[config.mk]
export PLATFORM = sky130hd
export DESIGN_NAME = keypad_scanner
export DESIGN_NICKNAME = d
export VERILOG_FILES = /design/src/rtl/keypad_pkg.sv /design/src/rtl/sync_2ff.sv /design/src/rtl/keypad_scanner.sv
export SDC_FILE = /design/constraint.sdc
export NUM_CORES = 1
export LEC_CHECK = 0
export ABC_AREA = 0
export BUFFER_PORTS_ARGS = -buffer_cell sky130_fd_sc_hd__buf_2
export CAP_MARGIN = 5
export CORE_ASPECT_RATIO = 1.75
export CORE_MARGIN = 10
export CORE_UTILIZATION = 58
export DETAILED_ROUTE_END_ITERATION = 8
export PLACE_DENSITY = 0.78
export RECOVER_POWER = 25
export SKIP_CTS_REPAIR_TIMING = 1
export SLEW_MARGIN = 30
export SYNTH_ARGS = -nofsm -noshare
export SYNTH_HDL_FRONTEND = slang
export SYNTH_HIERARCHICAL = 1
export SYNTH_SLANG_ARGS = --single-unit
[constraint.sdc]
create_clock -name clk -period 2.6 [get_ports clk]
set_clock_uncertainty 0.15 [all_clocks]
set_input_delay 0.26 -clock clk [delete_from_list [all_inputs] [get_ports clk]]
set_output_delay 0.26 -clock clk [all_outputs]
set_load 0.02 [all_outputs]
[src/rtl/keypad_pkg.sv]
// Shared types, sizes and helpers for the 4x4 keypad scanner.
// The scanner top and its row synchronizer both import this package.
package keypad_pkg;

    localparam int KEY_ROWS   = 4;
    localparam int KEY_COLS   = 4;
    localparam int KEY_CODE_W = 4;
    localparam int ROW_IDX_W  = 2;
    localparam int COL_IDX_W  = 2;

    localparam logic [KEY_COLS-1:0] COL_RESET = 4'b1110;

    typedef enum logic [1:0] {
        SCAN     = 2'd0,
        DEBOUNCE = 2'd1,
        HELD     = 2'd2,
        RELEASE  = 2'd3
    } state_t;

    // Lowest-index low row wins when several rows are pulled down together.
    function automatic logic [ROW_IDX_W-1:0] row_lowest_zero(input logic [KEY_ROWS-1:0] rows);
        row_lowest_zero = '0;
        for (int i = KEY_ROWS - 1; i >= 0; i--) begin
            if (!rows[i]) begin
                row_lowest_zero = ROW_IDX_W'(i);
            end
        end
    endfunction

    function automatic logic [KEY_COLS-1:0] col_next(input logic [KEY_COLS-1:0] col);
        col_next = {col[KEY_COLS-2:0], col[KEY_COLS-1]};
    endfunction

endpackage

[src/rtl/sync_2ff.sv]
// Two-flop synchronizer for asynchronous level inputs.
// Resets to all-ones so idle (unpressed, active-low) rows are seen during reset.
module sync_2ff
    import keypad_pkg::*;
#(
    parameter int WIDTH = KEY_ROWS
) (
    input  logic             clk,
    input  logic             rst,
    input  logic [WIDTH-1:0] i_d,
    output logic [WIDTH-1:0] o_q
);

    logic [WIDTH-1:0] r_meta;
    logic [WIDTH-1:0] r_sync;

    always_ff @(posedge clk or posedge rst) begin
        if (rst) begin
            r_meta <= '1;
            r_sync <= '1;
        end else begin
            r_meta <= i_d;
            r_sync <= r_meta;
        end
    end

    assign o_q = r_sync;

endmodule

[src/rtl/keypad_scanner.sv]
// 4x4 matrix keypad scanner: column drive, row sampling, press/release debounce,
// single-cycle key strobe with held flag for the 7-segment decoder stage.
//
// state    | meaning
// ---------+------------------------------------------------------------
// SCAN     | rotating columns, looking for any low row at the sample point
// DEBOUNCE | column frozen, counting samples that agree with the candidate
// HELD     | key accepted, column frozen, waiting for a released sample
// RELEASE  | column frozen, counting released samples before rescanning
module keypad_scanner
    import keypad_pkg::*;
#(
    parameter int SCAN_DIV     = 4,
    parameter int DEBOUNCE_CNT = 3
) (
    input  logic                  clk,
    input  logic                  rst,
    input  logic [KEY_ROWS-1:0]   row_signal,
    output logic [KEY_COLS-1:0]   col_signal,
    output logic [KEY_CODE_W-1:0] key_code,
    output logic                  key_valid,
    output logic                  key_held
);

    logic [KEY_ROWS-1:0]   w_rows;
    logic                  w_sample;
    logic                  w_pressed;
    logic [ROW_IDX_W-1:0]  w_row_idx;
    logic [KEY_CODE_W-1:0] w_code;
    logic [3:0]            w_cnt_inc;

    logic [7:0]            r_dwell;
    state_t                r_state;
    logic [KEY_COLS-1:0]   r_col;
    logic [COL_IDX_W-1:0]  r_col_idx;
    logic [KEY_CODE_W-1:0] r_cand;
    logic [3:0]            r_cnt;
    logic [KEY_CODE_W-1:0] r_key_code;
    logic                  r_key_valid;
    logic                  r_key_held;

    sync_2ff #(
        .WIDTH(KEY_ROWS)
    ) u_row_sync (
        .clk (clk),
        .rst (rst),
        .i_d (row_signal),
        .o_q (w_rows)
    );

    // Dwell runs in every state; frozen states still need the sample cadence.
    always_ff @(posedge clk or posedge rst) begin
        if (rst) begin
            r_dwell <= '0;
        end else if (w_sample) begin
            r_dwell <= '0;
        end else begin
            r_dwell <= r_dwell + 8'd1;
        end
    end

    assign w_sample  = (r_dwell == 8'(SCAN_DIV - 1));
    assign w_pressed = (w_rows != '1);
    assign w_row_idx = row_lowest_zero(w_rows);
    assign w_code    = {w_row_idx, r_col_idx};
    assign w_cnt_inc = r_cnt + 4'd1;

    always_ff @(posedge clk or posedge rst) begin
        if (rst) begin
            r_state     <= SCAN;
            r_col       <= COL_RESET;
            r_col_idx   <= '0;
            r_cand      <= '0;
            r_cnt       <= '0;
            r_key_code  <= '0;
            r_key_valid <= 1'b0;
            r_key_held  <= 1'b0;
        end else begin
            r_key_valid <= 1'b0;
            if (w_sample) begin
                case (r_state)
                    SCAN: begin
                        if (w_pressed) begin
                            r_cand  <= w_code;
                            r_cnt   <= 4'd1;
                            r_state <= DEBOUNCE;
                        end else begin
                            r_col     <= col_next(r_col);
                            r_col_idx <= r_col_idx + 2'd1;
                        end
                    end
                    DEBOUNCE: begin
                        if (w_pressed && (w_code == r_cand)) begin
                            if (w_cnt_inc == 4'(DEBOUNCE_CNT)) begin
                                r_key_code  <= r_cand;
                                r_key_valid <= 1'b1;
                                r_key_held  <= 1'b1;
                                r_cnt       <= '0;
                                r_state     <= HELD;
                            end else begin
                                r_cnt <= w_cnt_inc;
                            end
                        end else begin
                            // Bounce or a different key: drop the candidate and move on.
                            r_cnt     <= '0;
                            r_state   <= SCAN;
                            r_col     <= col_next(r_col);
                            r_col_idx <= r_col_idx + 2'd1;
                        end
                    end
                    HELD: begin
                        if (!w_pressed) begin
                            r_cnt   <= 4'd1;
                            r_state <= RELEASE;
                        end
                    end
                    RELEASE: begin
                        if (!w_pressed) begin
                            if (w_cnt_inc == 4'(DEBOUNCE_CNT)) begin
                                r_key_held <= 1'b0;
                                r_cnt      <= '0;
                                r_state    <= SCAN;
                                r_col      <= col_next(r_col);
                                r_col_idx  <= r_col_idx + 2'd1;
                            end else begin
                                r_cnt <= w_cnt_inc;
                            end
                        end else begin
                            r_cnt   <= '0;
                            r_state <= HELD;
                        end
                    end
                    default: begin
                        r_state <= SCAN;
                    end
                endcase
            end
        end
    end

    assign col_signal = r_col;
    assign key_code   = r_key_code;
    assign key_valid  = r_key_valid;
    assign key_held   = r_key_held;

endmodule

* Word level (Yosys, flattened, before mapping)
Cells that the tools add are included.
** Storage, ports and cells
- Bits in registers :: 38
- Input bits :: 6
- Output and inout bits :: 10
** Operators by class
- $add $sub $neg :: 3
- Equality and inequality tests :: 17
- Mux-type cells :: 37
- Reduce and logical (&&, ||, !) cells :: 10
** Operators by type and width (number)
- $mux W4 :: 9
- $mux W2 :: 14
- $ne A2 B2 Y1 const B :: 8
- $pmux W4 S4 :: 1
- $pmux W4 S3 :: 1
- $reduce_and A6 Y1 :: 2
- $add A8 B1 Y8 const B :: 1
- $eq A8 B2 Y1 const B :: 1
- $mux W1 :: 8
- $mux W8 :: 1
- $pmux W2 S4 :: 1
- $ne A3 B3 Y1 const B :: 2
- $pmux W2 S3 :: 1
- $reduce_and A3 Y1 :: 2
- $reduce_and A5 Y1 :: 1
- $add A4 B1 Y4 const B :: 1
- $eq A2 B2 Y1 const B :: 2
- $eq A4 B2 Y1 const B :: 1
- $eq A4 B4 Y1 :: 1
- $ne A4 B4 Y1 const B :: 1
- $reduce_and A4 Y1 :: 1
- $reduce_bool A3 Y1 :: 1
- $add A2 B1 Y2 const B :: 1
- $eq A2 B1 Y1 const B :: 1
- 4 further kinds :: 4

* Depth between registers and ports, before layout
- Word-level depth :: 9
- Mapped depth :: 8
- Depth with buffers taken out :: 8

* Modules after synthesis
Netlist, hierarchy kept.
** Modules (own cells, without submodules)
- keypad_scanner :: instances 1, cells an instance 148, area an instance 1571.5 µm², seq. area each 754.5 µm²
- sync_2ff :: instances 1, cells an instance 9, area an instance 214.0 µm², seq. area each 210.2 µm²

* Least setup slack after synthesis
No wires, ideal clock.
- Path type :: register -> register
- From :: reg r_cnt[1]
- To :: reg r_key_code[0] (netlist: key_code[0])
- Library setup time :: 125 ps
- Data arrival time :: 1980 ps
- Path slack :: 346 ps
- Cell stages (with the launch flop) :: 8
- Period minus slack after synthesis :: 2254 ps
- Path through :: dfrtp_1 > ha_1 > and2_1 > a21oi_1 > o32ai_4 > nand2_4 > nor4_4 > mux2_2
** Between the ends
- Cells in the longest elaborated chain, start to end :: 3
** RTL lines
- start: declaration :: RTL line keypad_scanner.sv:37 : logic [3:0] r_cnt;
- start signal: assignment :: RTL line keypad_scanner.sv:101 : r_cnt <= w_cnt_inc;
- start signal: assignment :: RTL line keypad_scanner.sv:126 : r_cnt <= w_cnt_inc;
- $add A4 B1 Y4 :: RTL line keypad_scanner.sv:66 : assign w_cnt_inc = r_cnt + 4'd1;
- $eq A4 B2 Y1 :: RTL line keypad_scanner.sv:94 : if (w_cnt_inc == 4'(DEBOUNCE_CNT)) begin
- $reduce_and A4 Y1 (no source line)
- end signal: assignment :: RTL line keypad_scanner.sv:95 : r_key_code <= r_cand;
- end: declaration :: RTL line keypad_scanner.sv:38 : logic [KEY_CODE_W-1:0] r_key_code;
Every way passes these cells.
A chain may end at the register's enable or synchronous reset.

* Worst setup path in the final report
- From :: reg u_row_sync.r_sync[1] (netlist: u_row_sync/o_q[1])
- To :: reg r_key_code[2] (netlist: key_code[2])
** Between the ends
- Cells in the longest elaborated chain, start to end :: 5
- Elaborated cells on any way between the ends :: 6
** RTL lines
- start: declaration :: RTL line sync_2ff.sv:15 : logic [WIDTH-1:0] r_sync;
- start signal: assignment :: RTL line sync_2ff.sv:23 : r_sync <= r_meta;
- $mux W2 (2 in a row) :: RTL line keypad_pkg.sv:24 : if (!rows[i]) begin
- $eq A4 B4 Y1 :: RTL line keypad_scanner.sv:93 : if (w_pressed && (w_code == r_cand)) begin
- $logic_and A1 B1 Y1 * :: RTL line keypad_scanner.sv:93
- $reduce_and A4 Y1 (no source line) *
Every way passes the cells marked *; elsewhere a longest branch is shown, timed or not.

==> metrics.txt <==
worst slew pin tran=roughly 1.6 ns; antenna violations before repair=0; clock latency on the worst-skew pair=0.28 ns; Avg Synthesized Cell Area=~11 µm²; sw frac=0.317; sequential fraction of design power=0.537; Initial Util=0.610; Final ANT Viol Nets=0; CTS tree=built; post-synth cell types=40; ys async rst share=1.00; CTS max path bufs=2; VDD IR max=approximately 0.00053 V; post-route cell area=a little over 2000 µm²; worst hold start=u_row_sync/r_meta[3]$_DFF_PP1_; row count=26; most frequent cell after synthesis=dfrtp_1; Leak=0.931 nW; Post-synth top cells=dfrtp_1 (27), nand2_1 (14), dfstp_2 (11), inv_1 (11), nor2_1 (11); DRT iter0 DRCs=44; Pins Over Slew Limit=31; Worst Hold Path Cells=0; CP Data Arrival Time=roughly 2.4 ns; Gate power share=0.205; register bit count reported by yosys=38; outcome=finished, violations left; Clk network pwr share=0.258; Crit. End Element=register; YS warnings=6; Avg Vias per Cell=5.90; Synth area leader=dfrtp_1; CP startpoint kind=register; Die X=~62 µm; IO Pins=16; vias in the first global route=1,360; slew margin rel.=-0.0552; Worst EP required=around 2.6 ns; Worst-path clk slew=about 0.070 ns; worst reg2reg path depth=5; total global-route track usage=0.130; CP startpoint=u_row_sync/o_q[1]$_DFF_PP1_; Clock Tree Root=clkbuf_8; Synth Instances=around 160; RSZ-0062 raised after global routing=false; Routed WL=between 3000 and 4000 µm; gp weighted congestion=between 0.8 and 0.9; GRT overflow=0; CP max FO=6; CTS sink count=38; port buffer count=15; First-pass DRT Iterations=4; Core Region=just under 3000 µm²; Yosys top cell area share=0.378; CTS H-tree lvls=2; detailed placer's ending HPWL=approximately 2500 µm; Psw=0.457 mW; fmax=a little over 400 MHz; EDFF count, synth=0; crit path time final=2.42 ns; Final #Nets=roughly 190; Post-Synthesis Cell Area=between 1500 and 2000 µm²; setup TNS after final layout=0 ns; Mapped Nets=166; Die Area=5780 µm²; Post-DP Area=1890 µm²; sequential share of the synthesized area=0.540; final hold violations=0; CTS Buf Count=5; failing checks=max-capacitance violations, max-slew violations; largest net degree at the start of global routing=31; first-pass GRT wire length=between 5000 and 6000 µm; worst hold-check path type=reg -> reg; WL/cell=16.0 µm; chip height=approximately 93 µm; top cells by area, synth=dfrtp_1 (38%), dfstp_2 (16%), mux2_2 (5.7%); Syn-to-layout area delta=13.0%; ys flop type=dfrtp_1; via count=around 1.3k; Max Cap Violations=1; Setup CP Type=reg -> reg; Final period util=0.930; drt drc=0; layout cell share with drive strength beyond 1=0.272; Int Power=roughly 0.99 mW; R2R Path Start=u_row_sync/o_q[1]$_DFF_PP1_; Antenna Diode Count=0; Power Density=715 nW/µm²; Setup violations, final=0
## placed cells by master (no fill, tap or decap), drive strengths merged, types with 2 or more instances in the layout
cell type,count
ha,3
buf,16
o211ai,2
o21bai,2
a31oi,2
nand2,15
mux2,9
o21ai,7
clkbuf,9
nor2,11
and2,4
nor3,3
nand3,8
dfrtp,27
dlygate4sd3,5
nand4,2
dfstp,11
inv,11
a21oi,7
o31ai,2
xor2,4
xnor2,6
and3,3
## area by class of cell
cell class / instances / area (µm²)
clock buffer: 8 / 80.1
fill: 220 / 910
inverter: 11 / 41.3
multi-input combinational: 105 / 761
sequential: 38 / 965
tap: 28 / 35.0
timing repair buffer: 22 / 136
## worst max-delay path, cell delays in order, from the launching register on
cell     delay, ns
dfstp_2       0.56
nand2_1       0.08
o21ai_0       0.15
or4b_4        0.54
nor4_4        0.45
mux2_2        0.39
## flip-flops by register name (all words and copies together), names as in the netlist
| name | count |
|---|---|
| r_dwell | 8 |
| key_held | 1 |
| r_cand | 4 |
| key_valid | 1 |
| key_code | 4 |
| u_row_sync/o_q | 4 |
| r_cnt | 4 |
| r_col_idx | 2 |
| col_signal | 4 |
| u_row_sync/r_meta | 4 |
| r_state | 2 |
## metrics by stage
stage | power (mW) | hold slack [ns] | instances | setup slack, ns | utilization
floorplan | 0.995 | 0.114 | 157 | 0.346 | -
global placement | 1.05 | 0.197 | 199 | 0.236 | 0.646
detailed placement | 1.07 | 0.200 | 199 | 0.135 | 0.646
CTS | 1.45 | -0.0855 | 207 | 0.128 | 0.674
global route | 1.52 | 0.211 | 212 | 0.0773 | 0.689
finish | 1.44 | 0.208 | 212 | 0.183 | 0.689
## path summary, 6_finish.rpt
path | end | slack (ns)
max in group asynchronous | r_col_idx[0]$_DFFE_PP0P_ | 0.44
setup reg to reg | key_code[2]$_DFFE_PP0P_ | 0.18
hold reg to reg | u_row_sync/o_q[3]$_DFF_PP1_ | 0.21
setup / recovery | key_code[2]$_DFFE_PP0P_ | 0.18
min in group asynchronous | u_row_sync/r_meta[2]$_DFF_PP1_ | 0.56
hold / removal | u_row_sync/o_q[3]$_DFF_PP1_ | 0.21
## cells by family (layout without fill, tap and decap cells)
group,count (synthesis),count (layout),synth area share
and+or+nand+nor,54,54,0.170
muxes,9,9,0.0568
buffers and inverters,14,41,0.0336
adders and majority gates,3,3,0.0210
DFF,38,38,0.540
xor gates and xnor gates,10,10,0.0491
AOI/OAI and AO/OA,29,29,0.130
## power by group through the flow
stage	Clock, mW	Sequential (mW)	Combinational [mW]
2_1_floorplan	0	0.742	0.253
4_1_cts	0.383	0.774	0.290
5_1_grt	0.411	0.787	0.327
3_3_place_gp	0	0.775	0.277
3_5_place_dp	0	0.784	0.288
6_report	0.372	0.776	0.295
## layer usage
layer	wire (µm)	up-vias	GRT usage
li1	-	601	-
met5	0	-	0
met4	146	0	0.103
met3	111	14	0.0420
met2	1830	28	0.223
met1	1310	608	0.118
Note: power is estimated with default switching activity, not from simulation.
